**config.mk**
```make
export PLATFORM = sky130hd
export DESIGN_NAME = port_poller
export DESIGN_NICKNAME = d
export VERILOG_FILES = /design/src/rtl/port_poller.sv
export SDC_FILE = /design/constraint.sdc
export NUM_CORES = 1
export LEC_CHECK = 0
export CAP_MARGIN = 20
export CORE_ASPECT_RATIO = 0.5
export CORE_MARGIN = 8
export CORE_UTILIZATION = 39
export DETAILED_ROUTE_END_ITERATION = 6
export PLACE_DENSITY = 0.72
export SYNTH_ARGS = -nofsm -noshare
export SYNTH_HDL_FRONTEND = slang
export SYNTH_SLANG_ARGS = --single-unit
```
**constraint.sdc**
```tcl
create_clock -name clk -period 1.71 [get_ports clk]
set_input_delay 0.4275 -clock clk [delete_from_list [all_inputs] [get_ports clk]]
set_output_delay 0.4275 -clock clk [all_outputs]
set_load 0.03 [all_outputs]
```
**src/rtl/port_poller.sv**
```systemverilog
// port_poller: Wishbone master that configures a GPIO port as all-inputs, then
// reads its data register every PERIOD cycles. It keeps the last sample,
// accumulates sticky per-bit change flags and raises irq while any flag is set.
//
// Bus handshake: a transaction is open while wbCycO (and wbStbO, always equal)
// is high. The first clock edge that samples wbAckI=1 with the transaction
// open completes it, and the bus is dropped on that same edge, so an ack held
// for several cycles counts once. An ack seen while no transaction is open is
// ignored. A transaction that sees no ack for TIMEOUT cycles is abandoned.
module port_poller #(
    parameter int DATA_WIDTH = 16,
    parameter int PERIOD     = 1000,
    parameter int TIMEOUT    = 15
) (
    input  logic                  clk,
    input  logic                  rst,
    input  logic                  enable,
    output logic                  wbCycO,
    output logic                  wbStbO,
    output logic                  wbWeO,
    output logic                  wbAdrO,
    output logic [DATA_WIDTH-1:0] wbDatO,
    input  logic [DATA_WIDTH-1:0] wbDatI,
    input  logic                  wbAckI,
    input  logic [DATA_WIDTH-1:0] clrI,
    output logic [DATA_WIDTH-1:0] sample,
    output logic [DATA_WIDTH-1:0] changed,
    output logic                  irq,
    output logic                  timeoutErr
);

    // Counter widths: the period counter holds PERIOD-1 down to 0, the
    // timeout counter counts cycles without ack up to TIMEOUT.
    localparam int PW = (PERIOD > 2) ? $clog2(PERIOD) : 1;
    localparam int TW = $clog2(TIMEOUT + 1);

    localparam logic [PW-1:0] PERIOD_LOAD = PW'(PERIOD - 1);
    localparam logic [TW-1:0] TO_LAST     = TW'(TIMEOUT - 1);

    // Port register addresses on the single address line.
    localparam logic ADR_DATA = 1'b0;
    localparam logic ADR_MODE = 1'b1;

    typedef enum logic [1:0] {
        IDLE = 2'd0,
        CFG  = 2'd1,
        WAIT = 2'd2,
        POLL = 2'd3
    } pollState_t;

    pollState_t      state;
    logic            cycReg;
    logic            weReg;
    logic            adrReg;
    logic            first;
    logic [PW-1:0]   periodCnt;
    logic [TW-1:0]   toCnt;

    logic                  pollAck;
    logic                  toExpire;
    logic [DATA_WIDTH-1:0] setMask;

    // Strobe mirrors cycle; write data is the all-inputs mode value, a
    // constant, so no register is needed to keep it glitch-free.
    assign wbCycO = cycReg;
    assign wbStbO = cycReg;
    assign wbWeO  = weReg;
    assign wbAdrO = adrReg;
    assign wbDatO = '0;

    // Interrupt is a pure OR of registered flags.
    assign irq = |changed;

    // Decode a completed read and the change bits it produces; the first read
    // after configuration only establishes the baseline.
    always_comb begin
        pollAck  = (state == POLL) && wbAckI;
        toExpire = (toCnt == TO_LAST);
        setMask  = '0;
        if (pollAck && !first) begin
            setMask = wbDatI ^ sample;
        end
    end

    // Main sequencer: configure, wait, poll; owns every registered output.
    always_ff @(posedge clk or posedge rst) begin
        if (rst) begin
            state      <= IDLE;
            cycReg     <= 1'b0;
            weReg      <= 1'b0;
            adrReg     <= 1'b0;
            first      <= 1'b1;
            periodCnt  <= '0;
            toCnt      <= '0;
            sample     <= '0;
            changed    <= '0;
            timeoutErr <= 1'b0;
        end else begin
            // Clears apply in every state; a same-cycle set from a poll wins.
            changed <= (changed & ~clrI) | setMask;

            case (state)
                IDLE: begin
                    cycReg <= 1'b0;
                    weReg  <= 1'b0;
                    adrReg <= ADR_DATA;
                    if (enable) begin
                        state  <= CFG;
                        cycReg <= 1'b1;
                        weReg  <= 1'b1;
                        adrReg <= ADR_MODE;
                        toCnt  <= '0;
                        first  <= 1'b1;
                    end
                end

                CFG: begin
                    if (wbAckI) begin
                        cycReg    <= 1'b0;
                        weReg     <= 1'b0;
                        adrReg    <= ADR_DATA;
                        periodCnt <= PERIOD_LOAD;
                        state     <= WAIT;
                    end else if (toExpire) begin
                        // Abandon and fall back to IDLE, which retries the
                        // configuration write if enable is still high.
                        cycReg     <= 1'b0;
                        weReg      <= 1'b0;
                        adrReg     <= ADR_DATA;
                        timeoutErr <= 1'b1;
                        state      <= IDLE;
                    end else begin
                        toCnt <= toCnt + 1'b1;
                    end
                end

                WAIT: begin
                    if (!enable) begin
                        state <= IDLE;
                    end else if (periodCnt == '0) begin
                        state  <= POLL;
                        cycReg <= 1'b1;
                        weReg  <= 1'b0;
                        adrReg <= ADR_DATA;
                        toCnt  <= '0;
                    end else begin
                        periodCnt <= periodCnt - 1'b1;
                    end
                end

                POLL: begin
                    if (pollAck) begin
                        sample    <= wbDatI;
                        first     <= 1'b0;
                        cycReg    <= 1'b0;
                        periodCnt <= PERIOD_LOAD;
                        state     <= WAIT;
                    end else if (toExpire) begin
                        // A lost read leaves sample and flags untouched and
                        // keeps the normal poll spacing.
                        cycReg     <= 1'b0;
                        timeoutErr <= 1'b1;
                        periodCnt  <= PERIOD_LOAD;
                        state      <= WAIT;
                    end else begin
                        toCnt <= toCnt + 1'b1;
                    end
                end

                default: begin
                    state  <= IDLE;
                    cycReg <= 1'b0;
                    weReg  <= 1'b0;
                    adrReg <= ADR_DATA;
                end
            endcase
        end
    end

endmodule

```
; ---- Word-level counts from Yosys, hierarchy flattened
; Index checks and enable logic that the tools add are counted.
[word_totals]
register_bits = 52
input_bits = 36
out_inout_bits = 54
word_cells = 89
[classes]
n_addsub = 2
eq_ne = 15
muxes = 41
bitwise = 4
reduce_logical = 18
[ops]
columns = op, count
row1 = $mux 10, 5
row2 = $pmux 10 s3, 1
row3 = $mux 4, 6
row4 = $and 16x16->16, 1
row5 = $mux 16, 1
row6 = $ne 2x2->1 const B, 8
row7 = $not 16->16, 1
row8 = $or 16x16->16, 1
row9 = $pmux 4 s4, 1
row10 = $reduce_or 16->1, 1
row11 = $xor 16x16->16, 1
row12 = $mux 1, 15
row13 = $mux 2, 7
row14 = $logic_not 10->1, 1
row15 = $reduce_and 5->1, 2
row16 = $sub 10x1->10 const B, 1
row17 = $ne 3x3->1 const B, 3
row18 = $pmux 2 s4, 1
row19 = $reduce_and 4->1, 2
row20 = $reduce_and 3->1, 2
row21 = $reduce_bool 3->1, 2
row22 = $add 4x1->4 const B, 1
row23 = $eq 2x2->1 const B, 2
row24 = $eq 4x4->1 const B, 1
row25 = 9 further kinds, 13

; ---- Longest topological paths before layout
; Gate-level depths: netlist of run 1.
[depth]
ltp_word = 5
mapped_depth = 8
depth_no_buf = 6

; ---- Worst setup path after synthesis of run 1
; Ideal clock, no wire load.
[synth_path]
path_type = flip-flop to flip-flop
from = register periodCnt[0]
to = register toCnt[1]
setup_ns = 0.121
t_arrival_ns = 1.718
required_ns = 1.589
setup_slack_ns = -0.129
path_stages_with_launch = 8
path_buffers = 1
period_less_slack_ns = 1.839
cell_sequence = dfrtp_1 > inv_1 > ha_1 > or4b_1 > buf_6 > o21ai_4 > o211ai_4 > a22o_1
[synth_via]
elab_chain_len = 3
[synth_lines]
columns = element, line
row1 = from (decl), 56  ; logic [PW-1:0] periodCnt;
row2 = from (signal assigned), 147  ; periodCnt <= periodCnt - 1'b1;
row3 = $logic_not 10->1, 140  ; end else if (periodCnt == '0) begin
row4 = $ne 2x2->1 (no source line), --
row5 = $reduce_and 5->1 (no source line), --
row6 = to (signal assigned), 133  ; toCnt <= toCnt + 1'b1;
row7 = to (signal assigned), 166  ; toCnt <= toCnt + 1'b1;
row8 = to (decl), 57  ; logic [TW-1:0] toCnt;
; No other way between the ends.
; A chain may end at the register's enable or synchronous reset.

; ---- Worst setup path in the final report of run 1
; Same ends and word-level chain as after synthesis.

==> Flow_metrics.wiki, run 1 <==
{| class="wikitable"
! Metric !! Value
|-
| CTS tree || built
|-
| CTS root buffer || sky130_fd_sc_hd__clkbuf_16
|-
| Clock Latency Late Sink || 0.29 ns
|-
| Capture point of the critical path || toCnt[1]
|-
| Most common library cell in the layout ignoring fill and taps || sky130_fd_sc_hd__buf_4
|-
| Power consumption || 5.97 mW
|-
| Number of maximum-capacitance constraint violations || 0
|-
| Worst slack at placement || -0.352 ns
|-
| Comb power frac || 51.0%
|-
| Number of enable-type register cells in the synthesized netlist || 0
|-
| Number of filler instances in the final layout || 571
|-
| # H-tree levels || 2
|-
| Diodes inserted || 0
|-
| Placed cell areas || 0.00404 mm^2
|-
| Static leakage || 2.07 nW
|-
| YS warnings || 0
|-
| Die extent in x || 137 um
|-
| Post-synthesis instance area || 0.00284 mm^2
|-
| Number of failing hold endpoints at the final stage || 0
|-
| Die height || 76.3 um
|-
| Prevailing post-synth register cell || sky130_fd_sc_hd__dfrtp_1
|-
| Commonest non-fill, non-tap cells in the layout || 63 x sky130_fd_sc_hd__buf_4, 50 x sky130_fd_sc_hd__dfrtp_1, 38 x sky130_fd_sc_hd__dlygate4sd2_1, 34 x sky130_fd_sc_hd__clkdlybuf4s50_1, 24 x sky130_fd_sc_hd__inv_1
|-
| DRC || 0
|-
| Run status || finished with violations
|-
| Final Wtd Congestion || 0.890
|-
| Setup repair after global routing missed its margin || true
|-
| Cts-stage hold buffer count || 0
|-
| DP Cell Count || 485
|-
| Count of distinct cell types in the synthesized netlist || 52
|-
| Sequential share of the synthesized area || 45.9%
|-
| Count of state elements after synthesis || 52
|-
| Final setup skew || 0.00758 ns
|-
| Total of buffers placed on input and output ports || 73
|-
| Worst r2r dst || toCnt[1]
|-
| Clock slew seen by the registers of the worst setup and hold paths || 0.07 ns
|-
| Data required time at the worst endpoint || 1.89 ns
|-
| Origin of the worst setup path || periodCnt[0]
|-
| Violated checks || negative setup slack
|-
| Final worst-path setup slack || -0.112 ns
|-
| Total area of sequential cells || 0.00130 mm^2
|-
| DIE AREA || 0.0104 mm^2
|-
| Post-Layout Cell Count || 502
|-
| Post-detailed-routing wire length || 8.03 mm
|-
| Register-to-register setup slack || -0.11 ns
|-
| Crit end category || flop
|-
| Synth top area cells || sky130_fd_sc_hd__dfrtp_1 45%, sky130_fd_sc_hd__mux2_2 6.3%, sky130_fd_sc_hd__xnor2_1 4.9%, sky130_fd_sc_hd__buf_4 4.8%, sky130_fd_sc_hd__o22ai_1 3.7%
|-
| Area growth from synthesis to layout || 57.4%
|-
| Total net switching power || 2.35 mW
|-
| Worst reg2reg startpoint || periodCnt[0]
|-
| Design internal power || 3.62 mW
|-
| Number of I/O pins || 90
|-
| Final Cell Area || 0.00447 mm^2
|-
| Register-to-Register Path Depth || 6
|-
| Final net count || 449
|-
| GRT Overall Usage || 14.9%
|-
| Initial antenna violation count || 0
|-
| Peak fanout along the critical path || 6
|-
| Total power density per cell area || 1340 mW/mm^2
|-
| Start-to-end type of the worst setup path || reg2reg
|-
| Global-route congestion overflow total || 0
|-
| Number of max-slew violations in the final report || 0
|-
| Biggest area consumer among synthesized cells || sky130_fd_sc_hd__dfrtp_1
|-
| Global-route wire length before repair || 12.7 mm
|-
| Fin crit period || 1.82 ns
|-
| Post-detailed-placement half-perimeter wirelength || 5.85 mm
|-
| Fraction of synthesized cell area taken by the top area cell type || 45.0%
|-
| Clock share of power || 19.0%
|-
| Routed length per instance || 16.0 um
|-
| Area occupied by multi-input gates || 0.00156 mm^2
|-
| Buffer depth of the longest clock path || 2
|-
| Arrival time worst endpoint || 2.00 ns
|-
| Via/cell ratio || 5.08
|-
| Count of nets left with antenna violations after detail routing || 0
|-
| Effective utilization at floorplan || 39.5%
|-
| FMAX || 549 MHz
|-
| Number of violations reported at the end of detailed-routing iteration 0 || 164
|-
| Drt pass-1 iters || 4
|-
| Synth async-reset ratio || 100%
|-
| Area inside the core boundary || 0.00718 mm^2
|-
| Mapped Avg Cell Area || 10.5 um^2
|-
| Sw frac || 39.3%
|-
| Layout cell share with drive strength beyond 1 || 35.7%
|-
| Maximum number of pins on one net before global-route repair || 28
|-
| Cell count after synthesis || 270
|-
| Sum Neg Setup Slack || -1.01 ns
|-
| Total via count after detailed routing || 2,551
|-
| Power share of the sequential group || 30.0%
|-
| Clock sink total || 52
|-
| Worst IR Drop VDD || 0.594 mV
|-
| Vias in the first global route || 2,686
|-
| Number of setup violations in the final report || 16
|-
| Site Rows || 22
|-
| Startpoint kind of the worst setup timing path || flop
|-
| Worst min path class || in2async
|-
| Final period utilization || 107%
|-
| Clock buffer count from CTS || 5
|}
## power by group through the flow
stage          Clock (mW)  Combinational, mW  Sequential, mW
6_report             1.13               3.04            1.79
3_3_place_gp            0               2.88            1.79
5_1_grt              1.21               3.23            1.83
4_1_cts              1.17               2.90            1.79
3_5_place_dp            0               2.94            1.81
2_1_floorplan           0               1.43            2.19
## cell usage after synthesis, types with 7 or more instances
cell type	instances
sky130_fd_sc_hd__dfrtp_1	51
sky130_fd_sc_hd__inv_1	28
sky130_fd_sc_hd__buf_4	18
sky130_fd_sc_hd__o22ai_1	17
sky130_fd_sc_hd__mux2_2	16
sky130_fd_sc_hd__xnor2_1	16
sky130_fd_sc_hd__nand2_1	11
sky130_fd_sc_hd__ha_1	8
sky130_fd_sc_hd__nor4_1	8
sky130_fd_sc_hd__a21oi_1	7
sky130_fd_sc_hd__nor3_1	7
## flip-flops by register name, indices dropped and copies added (netlist names)
name        count
sample         16
timeoutErr      1
wbCycO          1
periodCnt      10
first           1
state           2
changed        16
toCnt           4
wbAdrO          1
## repair_timing
action,in CTS,in global routing
buffers inserted,4,5
gates resized for setup,71,21
endpoints found under the setup margin,55,19
pin swaps,4,9
## stage by stage
step           hold slack [ns]  util, %
2_1_floorplan            0.462        -
3_3_place_gp             0.455     56.2
3_5_place_dp             0.470     56.2
4_1_cts                  0.393     60.4
5_1_grt                  0.423     62.2
6_report                 0.390     62.2
## critical path: stages, from the launching register on
cell and delay [ns]:
sky130_fd_sc_hd__dfrtp_1 0.41, sky130_fd_sc_hd__inv_2 0.09, sky130_fd_sc_hd__ha_4 0.14, sky130_fd_sc_hd__or4b_4 0.54, sky130_fd_sc_hd__o21ai_4 0.21, sky130_fd_sc_hd__o211ai_4 0.10, sky130_fd_sc_hd__a22o_1 0.21
## logic make-up (layout without fill, tap and decap cells)
logic type / count (synthesis) / after routing / share of synthesized area [%]
other: 1 / 16 / 0.132
buffers and inverters: 55 / 176 / 10.2
AND/OR/NAND/NOR: 58 / 58 / 12.0
XOR/XNOR: 16 / 16 / 4.94
flip-flops: 52 / 52 / 45.9
AO/OA/AOI/OAI: 62 / 62 / 16.3
adder cells (fa/ha/maj): 8 / 8 / 3.53
multiplexers: 18 / 18 / 7.05
## worst min-delay path by stage
stage	startpoint	end	slack, ns	cells past startpoint
6_report	rst	toCnt[1]	0.39	2
5_1_grt	rst	toCnt[1]	0.42	2
4_1_cts	rst	toCnt[1]	0.39	2
3_5_place_dp	timeoutErr	timeoutErr	0.47	2
3_3_place_gp	timeoutErr	timeoutErr	0.45	2
2_1_floorplan	first	first	0.46	2
## area by class of cell
cell class	count	share of cell area, %
multi-input combinational	178	35.0
timing repair buffer	140	27.0
clock inverter	2	0.869
inverter	28	2.35
clock buffer	6	2.89
sequential	52	29.2
tap	96	2.69
## metal layers
layer | vias to the layer above | track usage (%) | routed length (um)
met3 | 10 | 2.83 | 438
met5 | - | 0 | 0
met2 | 72 | 28.1 | 4200
met1 | 1261 | 16.3 | 3260
li1 | 1208 | - | -
met4 | 0 | 4.57 | 126
Note: power is estimated with default switching activity, not from simulation.
==> inputs of run 2 (changes only) <==
- TNS_END_PERCENT: unset -> 5
==> run 2 against run 1 <==
  * The run still ends with negative setup slack left
  * Core utilization fell by 3.2 points
  * Total power fell by 4.8%
  * Combinational power fell by 5%
  * Global-route usage fell by 0.10 points
  * Cell area fell by 5.1%
  * Hold slack improved by 0.026 ns
  * Via count fell by 1.8%
  * Wire length fell by 2.1%
  * Register-to-register slack barely moved
  * Die area did not move
  * Critical path type unchanged
  * Highest routed layer unchanged
==> Flow_metrics.wiki, run 2 (synthesized netlist as in run 1, its figures left out) <==
{| class="wikitable"
! Metric !! Value
|-
| Final Util || 59.0% (-3.2 points)
|-
| Origin of the worst setup path || periodCnt[1]
|-
| Register-to-register setup slack || -0.11 ns (about the same)
|-
| Leading registers by flop count || changed (16), sample (16), periodCnt (10)
|-
| DIE AREA || 0.0104 mm^2 (unchanged)
|-
| Peak fanout along the critical path || 7 (+1)
|-
| Count of nets left with antenna violations after detail routing || 0 (unchanged)
|-
| # H-tree levels || 2 (unchanged)
|-
| CTS root buffer || sky130_fd_sc_hd__clkbuf_16
|-
| Number of maximum-capacitance constraint violations || 0 (unchanged)
|-
| Design internal power || 3.44 mW (-5.1%)
|-
| Number of I/O pins || 90 (unchanged)
|-
| DRC || 0 (unchanged)
|-
| Clock Latency Late Sink || 0.28 ns (about the same)
|-
| Number of filler instances in the final layout || 586 (+2.6%)
|-
| Setup bufs post-CTS || 0 (-4)
|-
| Cts-stage hold buffer count || 0 (unchanged)
|-
| Routed length per instance || 15.9 um (-0.29%)
|-
| Data required time at the worst endpoint || 1.92 ns (+0.03 ns)
|-
| Area growth from synthesis to layout || 49.3%
|-
| Effective utilization at floorplan || 39.5% (unchanged)
|-
| Crit end category || flop
|-
| Worst min path class || in2async
|-
| Die extent in x || 137 um (unchanged)
|-
| GRT Overall Usage || 14.8% (-0.10 points)
|-
| Register-to-Register Path Depth || 7 (+1)
|-
| Total via count after detailed routing || 2,505 (-1.8%)
|-
| Site Rows || 22 (unchanged)
|-
| Global-route wire length before repair || 12.7 mm (-0.32%)
|-
| Area inside the core boundary || 0.00718 mm^2 (unchanged)
|-
| Number of setup violations in the final report || 13 (-3)
|-
| Post-detailed-placement half-perimeter wirelength || 6.06 mm (+3.7%)
|-
| Final net count || 440 (-2.0%)
|-
| Cell Chain, Critical Path || inv_2 > ha_4 > or4b_4 > o21ai_4 > buf_4 > a31oi_1 > a21oi_1
|-
| Number of failing hold endpoints at the final stage || 0 (unchanged)
|-
| Power consumption || 5.69 mW (-4.8%)
|-
| Worst slack at placement || -0.349 ns (+0.00273 ns)
|-
| Die height || 76.3 um (unchanged)
|-
| Critical Path Max Stage Delay || 0.55 ns (about the same)
|-
| Number of violations reported at the end of detailed-routing iteration 0 || 169 (+3.0%)
|-
| Clock slew seen by the registers of the worst setup and hold paths || 0.07 ns (about the same)
|-
| Area occupied by multi-input gates || 0.00141 mm^2 (-9.7%)
|-
| Final setup skew || 0.00537 ns (-0.00221 ns)
|-
| Arrival time worst endpoint || 2.03 ns (+0.03 ns)
|-
| Vias in the first global route || 2,610 (-2.8%)
|-
| Post-detailed-routing wire length || 7.86 mm (-2.1%)
|-
| Clock buffer count from CTS || 5 (unchanged)
|-
| Layout cell share with drive strength beyond 1 || 29.0% (-6.7 points)
|-
| Final Wtd Congestion || 0.846 (-4.9%)
|-
| FMAX || 548 MHz (about the same)
|-
| Worst reg2reg startpoint || periodCnt[1]
|-
| Clock share of power || 17.8% (-1.2 points)
|-
| Comb power frac || 51.0% (about the same)
|-
| Final period utilization || 107% (about the same)
|-
| Initial antenna violation count || 0 (unchanged)
|-
| Drt pass-1 iters || 5 (+1)
|-
| Start-to-end type of the worst setup path || reg2reg
|-
| Maximum number of pins on one net before global-route repair || 26 (-7.1%)
|-
| Sw frac || 39.5% (+0.18 points)
|-
| Total area of sequential cells || 0.00130 mm^2 (about the same)
|-
| Most common library cell in the layout ignoring fill and taps || sky130_fd_sc_hd__buf_4
|-
| Commonest non-fill, non-tap cells in the layout || 54 x sky130_fd_sc_hd__buf_4, 51 x sky130_fd_sc_hd__dfrtp_1, 38 x sky130_fd_sc_hd__dlygate4sd2_1, 34 x sky130_fd_sc_hd__clkdlybuf4s50_1, 24 x sky130_fd_sc_hd__inv_1
|-
| Via/cell ratio || 5.08 (about the same)
|-
| Number of max-slew violations in the final report || 0 (unchanged)
|-
| Startpoint kind of the worst setup timing path || flop
|-
| Run status || finished with violations
|-
| Violated checks || negative setup slack
|-
| Total of buffers placed on input and output ports || 73 (unchanged)
|-
| Cell with the largest stage delay on the worst path || sky130_fd_sc_hd__or4b_4
|-
| Total power density per cell area || 1340 mW/mm^2 (+0.37%)
|-
| Worst IR Drop VDD || 0.534 mV (-10%)
|-
| Diodes inserted || 0 (unchanged)
|-
| Fin crit period || 1.82 ns (+0.00178 ns)
|-
| CTS tree || built
|-
| Buffer depth of the longest clock path || 2 (unchanged)
|-
| Global-route congestion overflow total || 0 (unchanged)
|-
| Total net switching power || 2.25 mW (-4.3%)
|-
| Static leakage || 1.97 nW (-4.7%)
|-
| Power share of the sequential group || 31.2% (+1.2 points)
|-
| Final worst-path setup slack || -0.114 ns (-0.00178 ns)
|-
| Clock sink total || 52 (unchanged)
|-
| Final hold slack || 0.416 ns (+0.0256 ns)
|-
| Setup repair after global routing missed its margin || true
|}
run 2: what timing repair did:
item | 4_1_cts | 5_1_grt
gates cloned | 0 | 0
resized for setup | 51 | 13
pin swaps | 4 | 3
setup endpoints to repair | 57 | 36
run 2: area by class of cell:
type	instances	share of cell area [%]
sequential	52	30.7
timing repair buffer	131	27.1
inverter	28	2.48
clock buffer	7	3.37
tap	96	2.84
clock inverter	1	0.177
multi-input combinational	178	33.3
run 2: power groups by stage:
stage                     logic (mW)  clock network (mW)  registers (mW)
after floorplan                 1.41                   0            2.18
after global placement          2.90                   0            1.77
after detailed placement        2.98                   0            1.80
after CTS                       2.85                1.03            1.77
after global routing            3.13                1.09            1.82
final                           2.90                1.01            1.77
run 2: critical path: cells and delay by family, from the launching register on:
family,cells,cell delay [ns]
compound gates,3,0.43
fa+ha+maj,1,0.14
buf+inv,2,0.23
flops,1,0.41
simple gates,1,0.55
run 2: routing by layer:
layer  vias to the layer above  share of wire [%]  global-route usage, %
li1                       1194                  -                      -
met1                      1229                 40                   16.8
met2                        70                 52                   26.8
met3                        12                6.3                   3.29
met4                         0                1.6                   4.57
met5                         -                  0                      0
run 2: final timing paths:
path,end
max in group asynchronous,changed[13]
min in group clk,timeoutErr
setup reg to reg,toCnt[3]
setup / recovery,toCnt[3]
hold reg to reg,timeoutErr
hold / removal,timeoutErr
run 2: through the flow:
| step | cell area (um^2) | setup TNS (ns) | instances |
|---|---|---|---|
| 2_1_floorplan | 2910 | -0.295 | 285 |
| 6_report | 4240 | -0.895 | 493 |
| 5_1_grt | 4240 | -2.31 | 493 |
| 3_3_place_gp | 4040 | -9.22 | 485 |
| 3_5_place_dp | 4040 | -10.53 | 485 |
| 4_1_cts | 4190 | -0.875 | 493 |
==> RTL edit 1, RTL diff (config.mk and constraints of run 2) <==
Set the parameter `DATA_WIDTH` to 12 (it was 16).
--- a/src/rtl/port_poller.sv
+++ b/src/rtl/port_poller.sv
@@ -10,3 +10,3 @@
 module port_poller #(
-    parameter int DATA_WIDTH = 16,
+    parameter int DATA_WIDTH = 12,
     parameter int PERIOD     = 1000,
Interface: changed (5 resized); port bits go from 90 to 70. No check against the original RTL was run, so the function may have changed too.
==> RTL edit 1 against run 2 <==
  * The flow still finishes with violations (setup timing)
  * Synthesized area decreased by 13%
  * Total power is 4.7% lower
  * Via count shrank 8.8%
  * Cell area down 9.6%
  * Clock skew down 0.0017 ns
  * Largest power group unchanged
  * Clock power grew 13%
  * Cell count decreased by 11%
  * Wire length is 7.4% lower
  * Synthesized cell count down 11%
  * Count of clock-buffer cells in the layout is 1 lower
  * Worst hold slack improved by 0.011 ns
  * Maximum frequency is 5.4% higher
  * Worst setup slack gained 0.094 ns
  * Critical endpoint unchanged
  * Sequential cell count decreased by 8
==> RTL edit 1: results <==
[status]
violations = setup timing
outcome = complete, but fails checks

[place]
port_buffers = 57
dp_hpwl_um = 5280
dp.cells = 427
gp_congestion = 0.877

[final_layout]
fill_cells = 486
final_nets = 386
final_layout_size_suffix_gt1_share_pct = 32.5
reg_top3 = changed: 12 flops, sample: 12 flops, periodCnt: 10 flops
finalNonFillerCells = 439

[power]
peakVddDrop_uv = 552
seqPwrFrac_pct = 27.9
power.switching_mw = 2.13
powerSeq_mw = 1.51
p_leak_nw = 1.74
power_frac_clock_pct = 21.0

[setup_path]
cp_slowest_stage_delay_ns = 0.39
reg2reg_from = state[0]$_DFFE_PP0P_
worstSetupEndpointType = register
path_max_fanout = 6
slowest_stage = dfrtp_1
reg2regPathDepth = 8
cpLargestDelayFamily = compound AO/OA/AOI/OAI gates
crit_path_start_kind = register
cp.arrival_ns = 1.89

[route]
dr.pass1.iters = 5
routed_via_density = 5.21
detail_route.iter0.violations = 137
wl_per_cell_um = 16.6

[synth]
synthAdderAreaFrac_pct = 4.06
synthMuxAreaShare_pct = 6.80
synth.avg_cell_area_um2 = 10.2
synthTopCellsByCount = 43 x dfrtp_1, 25 x inv_1, 15 x buf_4
ys_async_sr_fraction_pct = 100
synth-compound-area-share_pct = 18.7
synth_xor_area_share_pct = 4.26
synth.yosys.seq_area_share_pct = 44.7
ys.flop_type = dfrtp_1
synthTopCellsByArea = dfrtp_1 44%, mux2_2 6.4%, buf_4 4.6%
ys_warn_count = 0
synthDistinctLibCells = 45

[grt]
grt_pass1_vias = 2347
grt_pass1_wl_um = 11400
grt_max_degree = 22
grt_use_total_pct = 15.3

[clock_network]
cts_buffers = 5
h-tree-depth = 2
root_buffer = clkbuf_16
cts_resized = 45
cts_setup_buffers = 1

[timing]
fin_skew_ns = 0.00363
setup_viol_count_final = 2
worst_slack_ns = -0.0198
==> RTL edit 1: changes by cell type after synthesis, moves of 4 or more <==
cell      before  now
o41ai_1        0    4
clkbuf_1       2    6
dfrtp_1       51   43
a41oi_1        0    9
nor2_1         4   10
xnor2_1       16   12
o22ai_1       17   13
nor4_1         8    3
nand2_1       11    7
buf_2          5    0
==> RTL edit 1: how the worst min path moves through the flow <==
| stage | endpoint | slack [ns] | depth (start not counted) |
|---|---|---|---|
| after floorplan | periodCnt[5]$_DFFE_PP0P_ | 0.47 | 1 |
| after global placement | timeoutErr$_DFFE_PP0P_ | 0.45 | 2 |
| after detailed placement | timeoutErr$_DFFE_PP0P_ | 0.48 | 2 |
| after CTS | toCnt[3]$_DFFE_PP0P_ | 0.43 | 2 |
| after global routing | toCnt[3]$_DFFE_PP0P_ | 0.46 | 2 |
| final | wbCycO$_DFFE_PP0P_ | 0.43 | 2 |
==> RTL edit 1: final cells by class <==
class,count,area share [%]
well taps,88,2.87
clock inverters,2,1.01
clock buffers,6,3.63
flip-flops and latches,44,28.8
inverters,25,2.45
multi-input cells,161,35.3
repair buffers,113,26.0
==> RTL edit 1: stage by stage <==
step	worst slack [ns]	hold WS (ns)	area [µm²]	setup TNS (ns)	util, %
after floorplan	-0.0395	0.473	2530	-0.154	-
after global placement	-0.253	0.455	3480	-4.79	57.2
after detailed placement	-0.329	0.477	3480	-6.52	57.2
after CTS	-0.132	0.434	3690	-0.188	60.7
after global routing	-0.0816	0.456	3830	-0.482	63.0
final	-0.0198	0.427	3830	-0.0212	63.0
==> RTL edit 1: per-layer routing <==
layer / track usage, % / share of wire [%] / up-vias
met5: 0 / 0 / -
met4: 4.96 / 1.8 / 0
met3: 3.58 / 6.1 / 12
met2: 28.0 / 53 / 79
met1: 17.5 / 40 / 1117
li1: - / - / 1077
==> RTL edit 2, RTL diff (config.mk and constraints of run 2) <==
Without the edit above. Register the output `irq`, with the module's reset; this adds one clock of latency there. The other outputs are not delayed to match.
--- a/src/rtl/port_poller.sv
+++ b/src/rtl/port_poller.sv
@@ -71,3 +71,9 @@
     // Interrupt is a pure OR of registered flags.
-    assign irq = |changed;
+    always_ff @(posedge clk or posedge rst) begin
+        if (rst) begin
+            irq <= '0;
+        end else begin
+            irq <= |changed;
+        end
+    end
 
Formal check against the unedited RTL: no difference found for any inputs over 10 cycles, from zero or initial values and one cycle with rst high; that may be too few to reach the edited logic, so the function may still have changed.
==> RTL edit 2 against run 2 <==
  * The run still ends with setup timing left
  * Total power up 0.38%
  * Worst setup slack worse by 0.015 ns
  * First-iteration DRC count down 27%
  * Synthesized area down 1.1%
  * Critical path type unchanged
  * Maximum frequency down 0.82%
  * Cell area down 2.6%
  * Synthesized cell count down 2.2%
  * Combinational power down 3%
  * Sequential cell count up 1
  * Core utilization up 1.4 points
  * Wire length down 3.7%
  * Sequential share of layout area up 1.5 points
==> RTL edit 2: results <==
[clock_network]
h-tree-depth = 2
cts_max_path_buffers = 2
cts_buffers = 5
clkLatencyLatePin_ns = 0.29
root_buffer = clkbuf_16
clk_pin_slew_worst_paths_ns = 0.07

[power]
power.switching_mw = 2.29
peakVddDrop_uv = 489
p_leak_nw = 1.88

[route]
dr.pass1.iters = 4
detail_route.iter0.violations = 123
drc_errors = 0
routed_via_density = 5.03
wl_um = 7570

[synth]
synthMuxAreaShare_pct = 6.42
ys.flop_type = dfrtp_1
synthAdderAreaFrac_pct = 3.57
synthTopCellsByCount = 52 x dfrtp_1, 27 x inv_1, 19 x buf_4
ys_warn_count = 0
synth_xor_area_share_pct = 4.99
synthDistinctLibCells = 57
synth-compound-area-share_pct = 15.4
synth.yosys.seq_area_share_pct = 47.3
ys_async_sr_fraction_pct = 100
synthTopCellsByArea = dfrtp_1 46%, mux2_2 6.4%, buf_4 5.1%

[final_layout]
final_layout_size_suffix_gt1_share_pct = 27.1
fill_cells = 567
reg_top3 = changed: 16 flops, sample: 16 flops, periodCnt: 10 flops
diodes = 0
final_nets = 423

[place]
gp_congestion = 0.849
dpl_worst_slack_ns = -0.328
dp_hpwl_um = 5920
port_buffers = 73

[grt]
grt_max_degree = 25
grt_use_total_pct = 14.4
grt_pass1_wl_um = 12300
grt_pass1_vias = 2529
antenna_found_initial = 0

[timing]
whs_ns = 0.463
fin_skew_ns = 0.00883
setup_viol_count_final = 7
worst_slack_ns = -0.129
tns_ns = -0.338

[setup_path]
crit_start = state[0]$_DFFE_PP0P_
path_max_fanout = 5
cp.arrival_ns = 2.01
reg2regPathDepth = 6
reg2reg_to = periodCnt[7]$_DFFE_PP0P_

[status]
outcome = complete, but fails checks
violations = setup timing

[min_path]
hp-class = in -> async
[RTL edit 2: timing repair]
action | 4_1_cts | 5_1_grt
pin swaps | 4 | 4
buffers inserted | 0 | 3
setup endpoints to repair | 52 | 17
gates resized for setup | 50 | 8
[RTL edit 2: layer usage]
layer  vias to the layer above  wire (µm)  GRT usage, %
met5                         -          0             0
met4                         0         50          3.26
met3                         4        413          2.63
met2                        57       4060          27.3
met1                      1166       3050          16.1
li1                       1148          -             -
[RTL edit 2: logic make-up after synthesis]
family	count (synthesis)
other	1
AO/OA/AOI/OAI	63
multiplexers	16
flip-flops	53
XOR/XNOR	16
buffers and inverters	52
AND/OR/NAND/NOR	55
adder cells (fa/ha/maj)	8
[RTL edit 2: power by group through the flow]
stage	logic (mW)	registers, mW	clock network [mW]
after CTS	2.75	1.89	1.03
after global placement	2.78	1.89	0
final	2.80	1.89	1.01
after detailed placement	2.84	1.92	0
after global routing	3.02	1.95	1.08
after floorplan	1.22	2.36	0
[RTL edit 2: final cells by class]
| cell class | count | area [µm²] | area share (%) |
|---|---|---|---|
| multi-input cells | 174 | 1370 | 33.2 |
| repair buffers | 118 | 1050 | 25.5 |
| clock buffers | 5 | 125 | 3.03 |
| well taps | 92 | 115 | 2.79 |
| clock inverters | 3 | 25.0 | 0.607 |
| inverters | 27 | 105 | 2.55 |
| flip-flops and latches | 53 | 1330 | 32.2 |
[RTL edit 2: worst max-delay path, cell delays in order (launching register included)]
cell	delay [ns]
dfrtp_2	0.46
inv_2	0.10
ha_4	0.17
nand2_2	0.07
a31o_1	0.22
or4_1	0.55
o211a_1	0.16
[RTL edit 2: per-stage QoR]
step                      cells  area (µm²)  util [%]
after global placement      461        3920      57.3
after CTS                   469        4080      59.7
final                       472        4130      60.4
after floorplan             279        2920         -
after global routing        472        4130      60.4
after detailed placement    461        3920      57.3
[RTL edit 2: worst max-delay path by stage]
| stage | to | depth (start not counted) |
|---|---|---|
| 2_1_floorplan | periodCnt[7]$_DFFE_PP0P_ | 7 |
| 3_3_place_gp | periodCnt[5]$_DFFE_PP0P_ | 6 |
| 3_5_place_dp | periodCnt[6]$_DFFE_PP0P_ | 7 |
| 4_1_cts | periodCnt[6]$_DFFE_PP0P_ | 8 |
| 5_1_grt | periodCnt[7]$_DFFE_PP0P_ | 6 |
| 6_report | periodCnt[7]$_DFFE_PP0P_ | 6 |
